===== src/rtl/fifo_rd_stream_pkg.sv =====
// Shared types and constants for the FIFO read-side stream controller.
package fifo_rd_stream_pkg;

   typedef enum logic [1:0] {
      OCC_EMPTY = 2'd0,
      OCC_ONE   = 2'd1,
      OCC_TWO   = 2'd2
   } occ_state_t;

   localparam int BUF_DEPTH   = 2;
   localparam int RD_LAT_COMB = 0;
   localparam int RD_LAT_REG  = 1;

   // Number of words held for a given occupancy state.
   function automatic logic [1:0] occ_count(input occ_state_t s);
      case (s)
         OCC_EMPTY: occ_count = 2'd0;
         OCC_ONE:   occ_count = 2'd1;
         OCC_TWO:   occ_count = 2'd2;
         default:   occ_count = 2'd0;
      endcase
   endfunction

endpackage


===== src/rtl/fifo_rd_stream_skid_buf.sv =====
// Two-entry in-order skid buffer with its occupancy FSM, plus a checker for the
// buffer's structural invariants.
module stream_skid_buf
   import fifo_rd_stream_pkg::*;
#(
   parameter int WIDTH = 8
) (
   input  logic             i_clk,
   input  logic             i_rst,
   input  logic             i_push,
   input  logic [WIDTH-1:0] i_push_data,
   input  logic             i_pop,
   output logic [1:0]       o_occ,
   output logic             o_valid,
   output logic [WIDTH-1:0] o_head_data
);
   occ_state_t       r_occ;
   logic             r_valid;
   logic [WIDTH-1:0] r_head;
   logic [WIDTH-1:0] r_tail;

   // Occupancy FSM; head always holds the oldest word so the output is stable.
   always_ff @(posedge i_clk) begin
      if (i_rst) begin
         r_occ   <= OCC_EMPTY;
         r_valid <= 1'b0;
         r_head  <= '0;
         r_tail  <= '0;
      end else begin
         case (r_occ)
            OCC_EMPTY: begin
               if (i_push) begin
                  r_head  <= i_push_data;
                  r_occ   <= OCC_ONE;
                  r_valid <= 1'b1;
               end
            end
            OCC_ONE: begin
               if (i_push && i_pop) begin
                  r_head <= i_push_data;
               end else if (i_push) begin
                  r_tail <= i_push_data;
                  r_occ  <= OCC_TWO;
               end else if (i_pop) begin
                  r_occ   <= OCC_EMPTY;
                  r_valid <= 1'b0;
               end
            end
            OCC_TWO: begin
               if (i_pop) begin
                  r_head <= r_tail;
                  if (i_push) begin
                     r_tail <= i_push_data;
                  end else begin
                     r_occ <= OCC_ONE;
                  end
               end
            end
            default: begin
               r_occ   <= OCC_EMPTY;
               r_valid <= 1'b0;
            end
         endcase
      end
   end

   assign o_occ       = r_occ;
   assign o_valid     = r_valid;
   assign o_head_data = r_head;

   stream_skid_buf_chk u_chk (
      .i_clk   (i_clk),
      .i_rst   (i_rst),
      .i_push  (i_push),
      .i_pop   (i_pop),
      .i_occ   (o_occ),
      .i_valid (o_valid)
   );
endmodule

module stream_skid_buf_chk
   import fifo_rd_stream_pkg::*;
(
   input logic       i_clk,
   input logic       i_rst,
   input logic       i_push,
   input logic       i_pop,
   input logic [1:0] i_occ,
   input logic       i_valid
);
   // Buffer must never overflow, underflow, or disagree with its valid flag.
   always_ff @(posedge i_clk) begin
      if (!i_rst) begin
         a_no_overflow: assert (!(i_push && !i_pop && (i_occ == OCC_TWO)))
            else $error("stream_skid_buf: push into full buffer");
         a_no_underflow: assert (!(i_pop && (i_occ == OCC_EMPTY)))
            else $error("stream_skid_buf: pop from empty buffer");
         a_valid_match: assert (i_valid == (i_occ != OCC_EMPTY))
            else $error("stream_skid_buf: valid disagrees with occupancy");
      end
   end
endmodule


===== src/rtl/fifo_rd_stream.sv =====
// Drains a FIFO read port into a framed valid/ready stream, for both
// combinational (RD_LATENCY=0) and registered (RD_LATENCY=1) FIFO reads.
module fifo_rd_stream
   import fifo_rd_stream_pkg::*;
#(
   parameter int WIDTH      = 8,
   parameter int RD_LATENCY = 1,
   parameter int FRAME_LEN  = 16,
   parameter int CNT_WIDTH  = 16
) (
   input  logic                 i_clk,
   input  logic                 i_rst,
   input  logic                 enable,
   input  logic                 fifo_empty,
   output logic                 fifo_rd_en,
   input  logic [WIDTH-1:0]     fifo_rd_data,
   output logic                 m_valid,
   input  logic                 m_ready,
   output logic [WIDTH-1:0]     m_data,
   output logic                 m_last,
   output logic [CNT_WIDTH-1:0] frame_count,
   output logic                 busy
);
   localparam int                BEAT_W    = (FRAME_LEN > 1) ? $clog2(FRAME_LEN) : 1;
   localparam logic [BEAT_W-1:0] BEAT_LAST = BEAT_W'(FRAME_LEN - 1);
   localparam logic              LAT_REG   = (RD_LATENCY == RD_LAT_REG);

   if ((RD_LATENCY != RD_LAT_COMB) && (RD_LATENCY != RD_LAT_REG)) begin : g_bad_latency
      $fatal(1, "fifo_rd_stream: RD_LATENCY must be 0 or 1");
   end
   if (FRAME_LEN < 1) begin : g_bad_frame
      $fatal(1, "fifo_rd_stream: FRAME_LEN must be at least 1");
   end

   logic [1:0]           w_occ;
   logic                 w_valid;
   logic [WIDTH-1:0]     w_head;
   logic                 w_pop;
   logic                 w_push;
   logic                 w_rd_en;
   logic                 w_inflight;
   logic [1:0]           w_occ_cnt;
   logic [1:0]           w_occ_cnt_nxt;
   logic [2:0]           w_committed;
   logic [BEAT_W-1:0]    w_beat_nxt;

   logic                 r_inflight;
   logic                 r_last;
   logic                 r_busy;
   logic [BEAT_W-1:0]    r_beat;
   logic [CNT_WIDTH-1:0] r_frame_count;

   // Issue a read only if the word is guaranteed a buffer slot when it lands.
   always_comb begin
      w_pop       = w_valid && m_ready;
      w_inflight  = LAT_REG ? r_inflight : 1'b0;
      w_occ_cnt   = occ_count(occ_state_t'(w_occ));
      w_committed = {1'b0, w_occ_cnt} + {2'b00, w_inflight} - {2'b00, w_pop};
      w_rd_en     = !i_rst && enable && !fifo_empty && (w_committed < 3'(BUF_DEPTH));
      w_push      = LAT_REG ? w_inflight : w_rd_en;
      w_occ_cnt_nxt = w_occ_cnt + {1'b0, w_push} - {1'b0, w_pop};
      if (w_pop) begin
         w_beat_nxt = (r_beat == BEAT_LAST) ? '0 : (r_beat + BEAT_W'(1));
      end else begin
         w_beat_nxt = r_beat;
      end
   end

   // In-flight tracking, framing and registered status outputs.
   always_ff @(posedge i_clk) begin
      if (i_rst) begin
         r_inflight    <= 1'b0;
         r_beat        <= '0;
         r_frame_count <= '0;
         r_last        <= 1'b0;
         r_busy        <= 1'b0;
      end else begin
         r_inflight <= LAT_REG ? w_rd_en : 1'b0;
         r_beat     <= w_beat_nxt;
         if (w_pop && r_last) begin
            r_frame_count <= r_frame_count + CNT_WIDTH'(1);
         end
         r_last <= (w_occ_cnt_nxt != 2'd0) && (w_beat_nxt == BEAT_LAST);
         r_busy <= (w_occ_cnt_nxt != 2'd0) || (LAT_REG && w_rd_en);
      end
   end

   stream_skid_buf #(
      .WIDTH (WIDTH)
   ) u_buf (
      .i_clk       (i_clk),
      .i_rst       (i_rst),
      .i_push      (w_push),
      .i_push_data (fifo_rd_data),
      .i_pop       (w_pop),
      .o_occ       (w_occ),
      .o_valid     (w_valid),
      .o_head_data (w_head)
   );

   assign fifo_rd_en  = w_rd_en;
   assign m_valid     = w_valid;
   assign m_data      = w_head;
   assign m_last      = r_last;
   assign frame_count = r_frame_count;
   assign busy        = r_busy;
endmodule


===== config.mk =====
export PLATFORM = sky130hd
export DESIGN_NAME = fifo_rd_stream
export DESIGN_NICKNAME = d
export VERILOG_FILES = /design/src/rtl/fifo_rd_stream_pkg.sv /design/src/rtl/fifo_rd_stream_skid_buf.sv /design/src/rtl/fifo_rd_stream.sv
export SDC_FILE = /design/constraint.sdc
export NUM_CORES = 1
export LEC_CHECK = 0
export CAP_MARGIN = 15
export CORE_AREA = 3 3 66 99
export CTS_CLUSTER_DIAMETER = 120
export DETAILED_ROUTE_END_ITERATION = 10
export DIE_AREA = 0 0 69 102
export PLACE_DENSITY = 0.61
export SLEW_MARGIN = 10
export SYNTH_ARGS = -nofsm -noshare
export SYNTH_HDL_FRONTEND = slang
export SYNTH_SLANG_ARGS = --single-unit

===== constraint.sdc =====
create_clock -name i_clk -period 3.81 [get_ports i_clk]
set_input_delay 0.381 -clock i_clk [delete_from_list [all_inputs] [get_ports i_clk]]
set_output_delay 0.381 -clock i_clk [all_outputs]
set_load 0.005 [all_outputs]

==> impl_results.md <==
* Status: complete, no violations
* Worst hold slack at a little under 0.5 ns
* Total power at 0.838 mW
* R2R Path End: m_last
* Overflow after GRT at 0
* Worst hold start: u_buf.r_tail[0]
* Syn nets at 244
* Minimum clock period after layout at 3.32 ns
* Post-synth top flop: dfxtp_1
* Top cell type's share of synthesized area at 0.420
* Most frequent cells after synthesis: dfxtp_1 (42), nor2_1 (27), nand2_1 (26)
* Total clock sinks at 42
* Die height at 102 um
* CTS max path bufs at 2
* Die area at 7040 um^2
* Peak VDD IR at ~0.20 mV
* CTS Hold Bufs at 0
* Non-filler cells in the finished layout at 339
* Static Leak at 0.880 nW
* PD cells at 328 nW/um^2
* Final Hold Vio Count at 0
* Via count at 1666
* Cell row count at 34
* Total GRT Usage at 0.123
* Max_slew headroom at 0.593
* DRC Markers at 0
* DR WL/cell at between 10 and 15 um
* CP max FO at 8
* Drt first pass iters at 4
* Post-route clock period utilization at 0.872
* Crit path DAT at 2.94 ns
* Top cells by area, synth: dfxtp_1 (42%), mux2i_1 (5.5%), nand2b_1 (5.3%)
* Post-synthesis sequential area ratio at 0.420
* Worst hold endpoint: u_buf.r_tail[0]
* I/O Pins at 41
* Post-Place Setup Slack at 0.485 ns
* First-pass GRT wire length at 7120 um
* Share of cells above drive strength 1 at 0.0562
* Final net count at 283
* Post-route cell area at roughly 2500 um^2
* Area Overhead vs Synth at 27.4%
* Max Clk Rate at 0.301 GHz
* Vias in the first global route at roughly 1600
* Final Wtd Congestion at roughly 0.79
* Cell variety after synth at 41
* Initial antenna violation count at 0
* Setup CP Type: input port to primary output
* Post-CTS setup buffers at 0
* CTS tree: yes
* Cell depth of the worst hold path at 2
* Clock skew at 0.00873 ns
* Setup violation total in the final timing report at 0
* Synth area leader: dfxtp_1
* Starting DRT DRC Count at 49
* Largest net degree at the start of global routing at 50
* Startpoint types: input port
* Type of the most critical hold path: register to register
* R2r startpoint: u_buf.o_valid
* Flop2flop setup slack at 1.74 ns
* WL final at 4110 um
* Avg Inst Size Synth at 8.82 um^2
* Post-CTS sizing at 0
* Worst R2R Path Depth at 7
* Synth Register Bits at between 40 and 50
* MaxCap Viol Count at 0
* Crit. End Element: primary output
* Final core occ at 0.441
* Synth Instances at 227
* Post-synthesis async set-or-reset flop share at 0
* CP required at 3.43 ns
* Chip Width at just under 70 um
* Num CTS Buffers at 5
* Clk Tree Root Cell: clkbuf_8
* Starting density of the core at 0.346
* Detailed placement HPWL at 2990 um
* Placed cell areas at 2460 um^2
* Port Buffers at 40
* Final WS setup at a little under 0.5 ns
* Slew @ Worst Pin at 0.610 ns
* CTS clk-pin slew, worst paths at 0.08 ns
* RSZ-0062 raised after global routing: no
* Skew-Pair Late Insertion Delay at 0.29 ns
* Most frequent cell after synthesis: dfxtp_1
* Core Region at 5790 um^2
* Placed cell count at about 330
* Via-to-Cell Ratio at 4.91
* Yosys warning count at 0
* Total negative setup slack at 0 ns
* Synthesized cell area at 2000 um^2
* Post-synth EDFFs at 0
* Fin. max-slew vios at 0
* ANT cells at 0
* H-Tree Depth at 2
* Routed Antenna Nets at 0
==> how the worst max path moves through the flow <==
| stage | to | startpoint | cells past startpoint | slack, ns |
|---|---|---|---|---|
| floorplan | fifo_rd_en | u_buf.o_valid | 9 | 1.65 |
| global placement | fifo_rd_en | m_ready | 10 | 0.49 |
| detailed placement | fifo_rd_en | m_ready | 10 | 0.49 |
| CTS | fifo_rd_en | m_ready | 10 | 0.47 |
| global route | fifo_rd_en | m_ready | 10 | 0.26 |
| finish | fifo_rd_en | m_ready | 10 | 0.49 |
==> state kept, by name (all words and copies together) (netlist names) <==
| signal | cells |
|---|---|
| u_buf.r_tail | 8 |
| busy | 1 |
| r_beat | 4 |
| u_buf.o_valid | 1 |
| m_last | 1 |
| u_buf.o_occ | 2 |
| frame_count | 16 |
| u_buf.o_head_data | 8 |
| r_inflight | 1 |
==> layout make-up <==
class                           instances  area, um^2
Multi-Input combinational cell        167        1080
Inverter                                7        26.3
Clock buffer                            7        86.3
Clock inverter                          1        5.00
Tap cell                               72        90.1
Sequential cell                        42         841
Fill cell                             601        3240
Timing Repair Buffer                   43         423
==> cells in the final DEF (no fill, tap or decap), types with 2 or more instances in the layout <==
master            n
a21oi_1          11
a311oi_1          9
and3_1            3
and4_1            2
buf_4             3
clkbuf_8          6
clkdlybuf4s50_1  40
dfxtp_1          42
ha_1              3
inv_1             7
mux2i_1          11
nand2_1          26
nand2b_1         17
nand3_1           5
nand4_1           6
nor2_1           27
nor2b_1           4
nor3_1            3
nor4_1            2
o21ai_0           2
o21bai_1          2
o31ai_1           2
or3_1             2
or4_1             2
xnor2_1           7
xor2_1            7
==> metal layers <==
layer,track usage,vias up,routed length [um]
met5,0,-,0
met3,0.0295,2,203
li1,-,863,-
met4,0.0451,0,28
met1,0.147,763,1780
met2,0.215,38,2100
==> worst max-delay path: stages <==
cell and delay (ns):
clkdlybuf4s50_1 0.60, and2_1 0.32, xnor2_1 0.16, ha_1 0.16, inv_1 0.05, fa_1 0.37
xnor2_1 0.16, nand4_1 0.17, inv_1 0.08, clkdlybuf4s50_1 0.49
==> report_power, final <==
group | internal, mW | switching (mW) | leakage, nW
Sequential | 0.450 | 0.00848 | 0.340
Combinational | 0.0475 | 0.0390 | 0.492
Clock | 0.146 | 0.147 | 0.0482
==> cell families after synthesis <==
logic type	Yosys count	share of synthesized area
buf+inv	18	0.0413
compound gates	32	0.121
flops	42	0.420
xor+xnor	14	0.0613
simple gates	105	0.267
mux	12	0.0606
fa+ha+maj	4	0.0288
(Power assumes the default switching activity.)
